==> src/rtl/riscv_pkg.sv <==
// Shared definitions for the M-extension multiply/divide unit: funct3 encodings,
// FSM states, datapath width and a conditional two's-complement helper.
package riscv_pkg;

  localparam int XLEN_DEF = 32;

  typedef enum logic [2:0] {
    OP_MUL    = 3'd0,
    OP_MULH   = 3'd1,
    OP_MULHSU = 3'd2,
    OP_MULHU  = 3'd3,
    OP_DIV    = 3'd4,
    OP_DIVU   = 3'd5,
    OP_REM    = 3'd6,
    OP_REMU   = 3'd7
  } muldiv_op_e;

  typedef enum logic [1:0] {
    S_IDLE = 2'd0,
    S_DIV  = 2'd1,
    S_DONE = 2'd2
  } muldiv_state_e;

  // Returns -v when n is set, v otherwise.
  function automatic logic [XLEN_DEF-1:0] cond_neg(input logic [XLEN_DEF-1:0] v,
                                                   input logic                n);
    return n ? (0 - v) : v;
  endfunction

endpackage

==> src/rtl/div_core.sv <==
// Unsigned restoring divider, one quotient bit per step. quo_o/rem_o present the
// values that the current step produces, so the caller can capture the final
// result on the same edge as the last iteration.
module div_core
  import riscv_pkg::*;
#(
  parameter int W = XLEN_DEF
) (
  input  logic         clk,
  input  logic         rst,
  input  logic         load_i,
  input  logic         step_i,
  input  logic [W-1:0] dividend_i,
  input  logic [W-1:0] divisor_i,
  output logic         last_o,
  output logic [W-1:0] quo_o,
  output logic [W-1:0] rem_o
);

  localparam int CW = $clog2(W);

  logic [W-1:0]  rem_q, rem_d;
  logic [W-1:0]  quo_q, quo_d;
  logic [W-1:0]  dvs_q;
  logic [CW-1:0] cnt_q;
  logic [W:0]    shifted;
  logic [W:0]    diff;
  logic          fits;

  // The dividend is shifted out of quo_q's MSB while quotient bits enter at the LSB.
  always_comb begin
    shifted = {rem_q, quo_q[W-1]};
    diff    = shifted - {1'b0, dvs_q};
    fits    = ~diff[W];
    rem_d   = fits ? diff[W-1:0] : shifted[W-1:0];
    quo_d   = {quo_q[W-2:0], fits};
  end

  always_ff @(posedge clk) begin
    if (rst) begin
      rem_q <= '0;
      quo_q <= '0;
      dvs_q <= '0;
      cnt_q <= '0;
    end else if (load_i) begin
      rem_q <= '0;
      quo_q <= dividend_i;
      dvs_q <= divisor_i;
      cnt_q <= '0;
    end else if (step_i) begin
      rem_q <= rem_d;
      quo_q <= quo_d;
      cnt_q <= cnt_q + CW'(1);
    end
  end

  assign last_o = (cnt_q == CW'(W - 1));
  assign quo_o  = quo_d;
  assign rem_o  = rem_d;

endmodule

==> src/rtl/muldiv_unit.sv <==
// RV32M execute-stage multiply/divide unit: single-cycle multiply and divide
// special cases, 32-iteration restoring divide, pipeline stall and flush control.
module muldiv_unit
  import riscv_pkg::*;
#(
  parameter int XLEN = XLEN_DEF
) (
  input  logic            clk,
  input  logic            rst,
  input  logic            start,
  input  logic [2:0]      op,
  input  logic [XLEN-1:0] a,
  input  logic [XLEN-1:0] b,
  input  logic            flush,
  output logic [XLEN-1:0] result,
  output logic            done,
  output logic            busy,
  output logic            stall,
  output logic [1:0]      dbg_state
);

  muldiv_state_e state_q, state_d;
  logic [XLEN-1:0] result_q, result_d;
  logic            qneg_q, rneg_q, rem_sel_q;

  logic                   is_mul, is_sdiv, is_rem, div_zero, overflow, single;
  logic                   a_sx, b_sx;
  logic signed [XLEN:0]   mul_a, mul_b;
  logic signed [2*XLEN+1:0] prod;
  logic [XLEN-1:0]        mul_res, special_res, single_res, a_mag, b_mag, final_res;
  logic                   core_load, core_step, core_last;
  logic [XLEN-1:0]        core_quo, core_rem;

  // Operand classification for the op sampled in IDLE.
  always_comb begin
    is_mul   = ~op[2];
    is_sdiv  = op[2] & ~op[0];
    is_rem   = op[1];
    div_zero = (b == '0);
    overflow = is_sdiv & (a == {1'b1, {(XLEN-1){1'b0}}}) & (b == '1);
    single   = is_mul | div_zero | overflow;
  end

  // One signed 33x33 multiplier; the extension bit selects signed vs unsigned operands.
  always_comb begin
    a_sx    = (op != OP_MULHU) & a[XLEN-1];
    b_sx    = ((op == OP_MUL) | (op == OP_MULH)) & b[XLEN-1];
    mul_a   = $signed({a_sx, a});
    mul_b   = $signed({b_sx, b});
    prod    = mul_a * mul_b;
    mul_res = (op == OP_MUL) ? prod[XLEN-1:0] : prod[2*XLEN-1:XLEN];
  end

  always_comb begin
    if (is_rem) special_res = div_zero ? a : '0;
    else        special_res = div_zero ? '1 : {1'b1, {(XLEN-1){1'b0}}};
    single_res = is_mul ? mul_res : special_res;
    a_mag      = cond_neg(a, is_sdiv & a[XLEN-1]);
    b_mag      = cond_neg(b, is_sdiv & b[XLEN-1]);
    final_res  = rem_sel_q ? cond_neg(core_rem, rneg_q) : cond_neg(core_quo, qneg_q);
  end

  div_core #(.W(XLEN)) u_div_core (
    .clk        (clk),
    .rst        (rst),
    .load_i     (core_load),
    .step_i     (core_step),
    .dividend_i (a_mag),
    .divisor_i  (b_mag),
    .last_o     (core_last),
    .quo_o      (core_quo),
    .rem_o      (core_rem)
  );

  // Flush wins over start in every state; result only moves on entry to DONE.
  always_comb begin
    state_d   = state_q;
    result_d  = result_q;
    core_load = 1'b0;
    core_step = 1'b0;
    case (state_q)
      S_IDLE: begin
        if (start && !flush) begin
          if (single) begin
            state_d  = S_DONE;
            result_d = single_res;
          end else begin
            state_d   = S_DIV;
            core_load = 1'b1;
          end
        end
      end
      S_DIV: begin
        if (flush) begin
          state_d = S_IDLE;
        end else begin
          core_step = 1'b1;
          if (core_last) begin
            state_d  = S_DONE;
            result_d = final_res;
          end
        end
      end
      S_DONE:  state_d = S_IDLE;
      default: state_d = S_IDLE;
    endcase
  end

  always_ff @(posedge clk) begin
    if (rst) begin
      state_q   <= S_IDLE;
      result_q  <= '0;
      qneg_q    <= 1'b0;
      rneg_q    <= 1'b0;
      rem_sel_q <= 1'b0;
    end else begin
      state_q  <= state_d;
      result_q <= result_d;
      if (core_load) begin
        qneg_q    <= is_sdiv & (a[XLEN-1] ^ b[XLEN-1]);
        rneg_q    <= is_sdiv & a[XLEN-1];
        rem_sel_q <= is_rem;
      end
    end
  end

  assign result    = result_q;
  assign done      = (state_q == S_DONE);
  assign busy      = (state_q != S_IDLE);
  assign stall     = ~rst & (((state_q == S_IDLE) & start & ~flush) | (state_q == S_DIV));
  assign dbg_state = state_q;

endmodule

==> config.mk <==
export PLATFORM = sky130hd
export DESIGN_NAME = muldiv_unit
export DESIGN_NICKNAME = d
export VERILOG_FILES = /design/src/rtl/riscv_pkg.sv /design/src/rtl/div_core.sv /design/src/rtl/muldiv_unit.sv
export SDC_FILE = /design/constraint.sdc
export NUM_CORES = 2
export LEC_CHECK = 0
export ABC_CLOCK_PERIOD_IN_PS = 27800
export BUFFER_PORTS_ARGS = -buffer_cell sky130_fd_sc_hd__buf_2
export CAP_MARGIN = 30
export CORE_MARGIN = 2
export CORE_UTILIZATION = 65
export CTS_CLUSTER_SIZE = 12
export DETAILED_ROUTE_END_ITERATION = 12
export GPL_TIMING_DRIVEN = 0
export PLACE_DENSITY = 0.85
export SLEW_MARGIN = 30
export SYNTH_ARGS = -nofsm -noshare
export SYNTH_HDL_FRONTEND = slang
export SYNTH_SLANG_ARGS = --single-unit
==> constraint.sdc <==
create_clock -name clk -period 27.8 [get_ports clk]
set_clock_uncertainty 0.15 [all_clocks]
set_input_delay 2.78 -clock clk [delete_from_list [all_inputs] [get_ports clk]]
set_output_delay 2.78 -clock clk [all_outputs]
set_load 0.02 [all_outputs]
## After elaboration in Yosys (flattened, before gate mapping)

Cells that the tools add are included.

- Bits in registers: 138
- Output and inout bits: 37
- Logic and storage cells: 88

- Add/sub/neg operators: 6
- Multipliers: 1
- Equal/unequal tests: 12
- Multiplexer cells: 28
- Bitwise gates (word level): 21
- Reductions and logical operators: 11

Operators by type and width:

| operator | number |
|---|---|
| $mux 32 | 16 |
| $sub 1x32->32 const A | 4 |
| $eq 32x32->1 const B | 2 |
| $mul 33x33->64 | 1 |
| $pmux 32 s2 | 1 |
| $sub 33x32->33 | 1 |
| $logic_not 32->1 | 1 |
| $mux 31 | 1 |
| $and 1x1->1 | 11 |
| $mux 2 | 4 |
| $ne 2x2->1 const B | 4 |
| $reduce_bool 2->1 | 3 |
| $add 5x1->5 const B | 1 |
| $eq 5x5->1 const B | 1 |
| $mux 1 | 5 |
| $not 1->1 | 5 |
| $reduce_and 5->1 | 1 |
| $or 1x1->1 | 4 |
| $pmux 2 s2 | 1 |
| $eq 3x1->1 const B | 1 |
| $logic_not 3->1 | 1 |
| $ne 3x2->1 const B | 1 |
| $ne 3x3->1 const B | 1 |
| $eq 2x1->1 const B | 1 |
| other kinds (7) | 7 |

## Depth between registers and ports, before layout

- Word-level depth: 9
- Depth in mapped cells: 34
- Depth with buffers taken out: 31

## Cells and area by module

From an unflattened synthesis, not the netlist that was laid out.

- Cell total of the unflattened synthesis: 5963
- Area, all modules: 50219.4 um^2

Modules (own cells, without submodules):

| module | instances | cells an instance | area an instance (um^2) | sequential area each (um^2) |
|---|---|---|---|---|
| muldiv_unit | 1 | 5165 | 43817.0 | 740.7 |
| div_core | 1 | 798 | 6402.4 | 2021.9 |

## Worst setup path before layout

Ideal clock, no wire load.

- Path type: input to register
- From: input op[2]
- To: register result_q[29], in the netlist result[29]
- Library setup time: 124 ps
- Arrival: 11120 ps
- Data required time: 27526 ps
- Setup slack: 16406 ps
- Cell stages on the path: 34
- Buffers on the path: 3
- Cell sequence: clkbuf_1 nor2b_1 a21oi_1 clkbuf_1 nand2_1 inv_1 fa_1 inv_1 fa_1 inv_1 fa_1 inv_1 fa_1 inv_1 fa_1 fa_1 inv_1 fa_1 fa_1 inv_1 ha_1 clkbuf_1 and3_1 a221o_1 a21o_1 o21ai_0 nand2b_1 or2_2 nor2_1 a21oi_1 o221ai_1 a221oi_1 a221oi_1 a21oi_1

- Longest elaborated chain between the ends: 9
- Elaborated cells between the ends (all ways): 20
- Classes of those cells: mul: 1; eq/ne: 3; mux: 5; bitwise: 9; reduce/logical: 2

RTL lines:

| element | line | text |
|---|---|---|
| start: declaration | muldiv_unit.sv:11 | `input logic [2:0] op,` |
| $eq 3x1->1 / $logic_not 3->1 (equally long branches) | muldiv_unit.sv:47, muldiv_unit.sv:51 |  |
| $or 1x1->1 | muldiv_unit.sv:47 | `b_sx = ((op == OP_MUL) \| (op == OP_MULH)) & b[XLEN-1];` |
| $and 1x1->1 | muldiv_unit.sv:47 |  |
| $mul 33x33->64 | muldiv_unit.sv:50 | `prod = mul_a * mul_b;` |
| $mux 32 | muldiv_unit.sv:51 | `mul_res = (op == OP_MUL) ? prod[XLEN-1:0] : prod[2*XLEN-1:XLEN];` |
| $mux 32 | muldiv_unit.sv:57 | `single_res = is_mul ? mul_res : special_res;` |
| $mux 32 | muldiv_unit.sv:84 | `if (single) begin` |
| $mux 32 | muldiv_unit.sv:83 | `if (start && !flush) begin` |
| $pmux 32 s2 | muldiv_unit.sv:81 | `case (state_q)` |
| end signal: assignment | muldiv_unit.sv:118 | `result_q <= result_d;` |
| end: declaration | muldiv_unit.sv:23 | `logic [XLEN-1:0] result_q, result_d;` |

Several ways; a longest one is shown, not always the timed one. The select of a mux whose other input is x is not followed.
A chain may end at the register's enable or synchronous reset.

## Worst setup path in the final report

- From: input op[2]
- To: register result_q[27], in the netlist result[27]

The elaborated chain is that of the path after synthesis.

==> impl_metrics.csv <==
group,metric,value,unit
logic_synthesis,ys.flop_type,"dfxtp_1",
sta,finalCriticalPeriod,13.73,ns
place,place_congestion,1.09,
logic_synthesis,avgSynthCellArea,8.40,um2
logic_synthesis,yosys.area.top_type_share,0.452,
route,initialDrtViolationCount,5985,
logic_synthesis,ys_async_sr_fraction,0,
sta,tightest_slew,1.17,ns
final_layout,drive_above_1_share,0.0386,
critical_path,arrival,13.90,ns
logic_synthesis,syn_area,49900,um2
floorplanning,ioPinCount,108,
route,first_pass_iters,9,
final_layout,final_core_util,0.689,
critical_path,reg2reg_depth,24,
logic_synthesis,synth_area_leader_cell,"fa_1",
route,drc_errors,0,
global_routing,antenna_found_initial,24,
cts,clockBufferDepth,2,
floorplanning,die_w,281,um
global_routing,grt_pass1_vias,46445,
sta,max_freq,72.8,MHz
global_routing,grt_max_degree,25,
cts,clock-sinks,138,
logic_synthesis,syn-instance-count,5942,
sta,max_slew_margin,0.220,
cts,insertion_delay,0.46,ns
critical_path,worstSetupPathType,"primary input to flop",
route,routed_via_density,6.36,
cts,cts_setup_buffers,0,
sta,rsz0062_at_grt,"no",
final_layout,syn2layout_area_growth,4.86,%
worst_hold_path,min_path_cells,1,
final_layout,instances_no_fill,7094,
final_layout,num-nets-final,7479,
sta,hold_viol,0,
outcome,status,"finished, final reports clean",
floorplanning,rows,101,
floorplanning,dieArea,79000,um2
logic_synthesis,ys_seq_area_frac,0.0553,
place,port_buffers,61,
critical_path,crit_required,27.97,ns
critical_path,path_max_fanout,11,
logic_synthesis,synthTopCellsByArea,"fa_1, inv_1, nand2_1, ha_1, dfxtp_1",
cts,cts_hold_buf,0,
sta,setup_viol,0,
place,dp_hpwl,168000,um
global_routing,grt_pass1_wl,298000,um
critical_path,crit_path_start_kind,"primary input",
cts,clk_pin_slew,0.07,ns
logic_synthesis,yosys_register_bits,138,
route,ant_nets,0,
floorplanning,start_util,0.657,
sta,post-route-period-util,0.494,
cts,cts.htree.levels,4,
flow_run,drv_cap,0,
sta,fin_setup_tns,0,ns
cts,cts_tree,"done",
route,wl,204000,um
critical_path,worst-r2r-setup-slack,21.20,ns
place,dp_cells,7037,
sta,hold_slack,0.318,ns
cts,post_cts_resized,0,
sta,final-max-slew-violation-count,0,
route,vias,45152,
logic_synthesis,synth_edf_count,0,
floorplanning,die_h,281,um
global_routing,grt.overflow.total,0,
global_routing,grt_usage,0.531,
logic_synthesis,ys_types,85,
worst_hold_path,hp-class,"flop to flop",
logic_synthesis,syn_nets,7391,
cts,cts_root_buffer,"clkbuf_16",
cts,numCtsBuffers,17,
logic_synthesis,synth_warnings,0,
route,wl_per_cell,28.8,um
critical_path,crit_path_end_kind,"flop",
floorplanning,coreArea,75900,um2
metrics by stage:
stage	instance area, um2	setup WS, ns
final	52400	14.07
after global routing	52300	13.78
after CTS	52200	14.39
after detailed placement	51600	13.97
after global placement	51500	13.81
after floorplan	49900	16.41
cell families (layout without fill, tap and decap cells):
group / Yosys count / count (layout) / share of synthesized area
buffers and inverters: 1657 / 1758 / 0.126
xor gates and xnor gates: 201 / 201 / 0.0354
DFF: 138 / 138 / 0.0553
and+or+nand+nor: 1771 / 1771 / 0.160
other: 0 / 21 / 0
AOI/OAI and AO/OA: 754 / 754 / 0.0997
muxes: 43 / 43 / 0.00890
adders and majority gates: 1378 / 1378 / 0.515
state kept, by name, summed over array words and instances, names as in the netlist:
name              cells
qneg_q                1
rem_sel_q             1
dbg_state             2
u_div_core.rem_q     32
u_div_core.dvs_q     32
result               32
u_div_core.cnt_q      5
rneg_q                1
u_div_core.quo_q     32
critical path: stages:
cell and delay (ns):
clkbuf_1 0.47, nor2b_1 0.17, a21oi_1 0.36, clkbuf_1 0.78
nand2_1 0.31, fa_1 0.60, fa_1 0.51, inv_1 0.07
fa_2 0.77, inv_1 0.25, fa_1 0.96, inv_1 0.50
fa_1 0.59, fa_1 0.55, inv_1 0.05, fa_1 0.46
fa_1 0.58, inv_1 0.06, ha_1 0.27, clkbuf_1 0.20
and3_1 0.25, a221o_1 0.31, a21o_1 0.23, o41ai_1 0.62
xnor2_1 0.36, a221oi_1 0.64, o31ai_1 0.16
cell usage in the layout (no fill, tap or decap), types with 127 or more instances in the layout:
cell type,count
inv_1,1274
o21ai_0,127
and2_1,276
a21oi_1,220
nand2_1,945
xnor2_1,129
fa_1,1125
nor2_1,271
clkbuf_1,221
dfxtp_1,138
ha_1,252
routing by layer:
layer | vias up | GRT usage | part of all wire
met5 | - | 0 | 0.00053
met4 | 10 | 0.452 | 0.10
met3 | 1083 | 0.219 | 0.16
met2 | 3752 | 0.735 | 0.40
met1 | 22081 | 0.643 | 0.34
li1 | 18226 | - | -
final timing paths:
| kind | startpoint | endpoint |
|---|---|---|
| hold reg to reg | result[24]$_SDFFE_PP0P_ | result[24]$_SDFFE_PP0P_ |
| setup reg to reg | u_div_core.quo_q[31]$_SDFFE_PP0P_ | result[30]$_SDFFE_PP0P_ |
| hold / removal | result[24]$_SDFFE_PP0P_ | result[24]$_SDFFE_PP0P_ |
| setup / recovery | op[2] | result[27]$_SDFFE_PP0P_ |
Yosys cell counts, types with 32 or more instances:
cell and number:
a21oi_1 220, a211oi_1 72, nand2_1 945, ha_1 252, o21ai_0 127, inv_1 1274
dfxtp_1 138, clkbuf_1 273, xor2_1 71, xnor2_1 129, nand3_1 33, and2_1 276
o31ai_1 32, buf_1 86, a21o_1 43, nor2_1 271, fa_1 1126, nor3_1 60
mux2i_1 34
final cells by class:
cell class / count / area (um2)
buffer: 381 / 1560
clock buffer: 17 / 425
antenna: 21 / 52.6
timing repair buffer: 69 / 400
inverter: 1276 / 4790
tap: 1030 / 1290
multi-input combinational: 4147 / 40900
sequential: 138 / 2760
clock inverter: 15 / 173
fill: 6181 / 23600
Power is not shown: default switching activity piles up to over one toggle a cycle in this logic, so the estimate is an artifact.
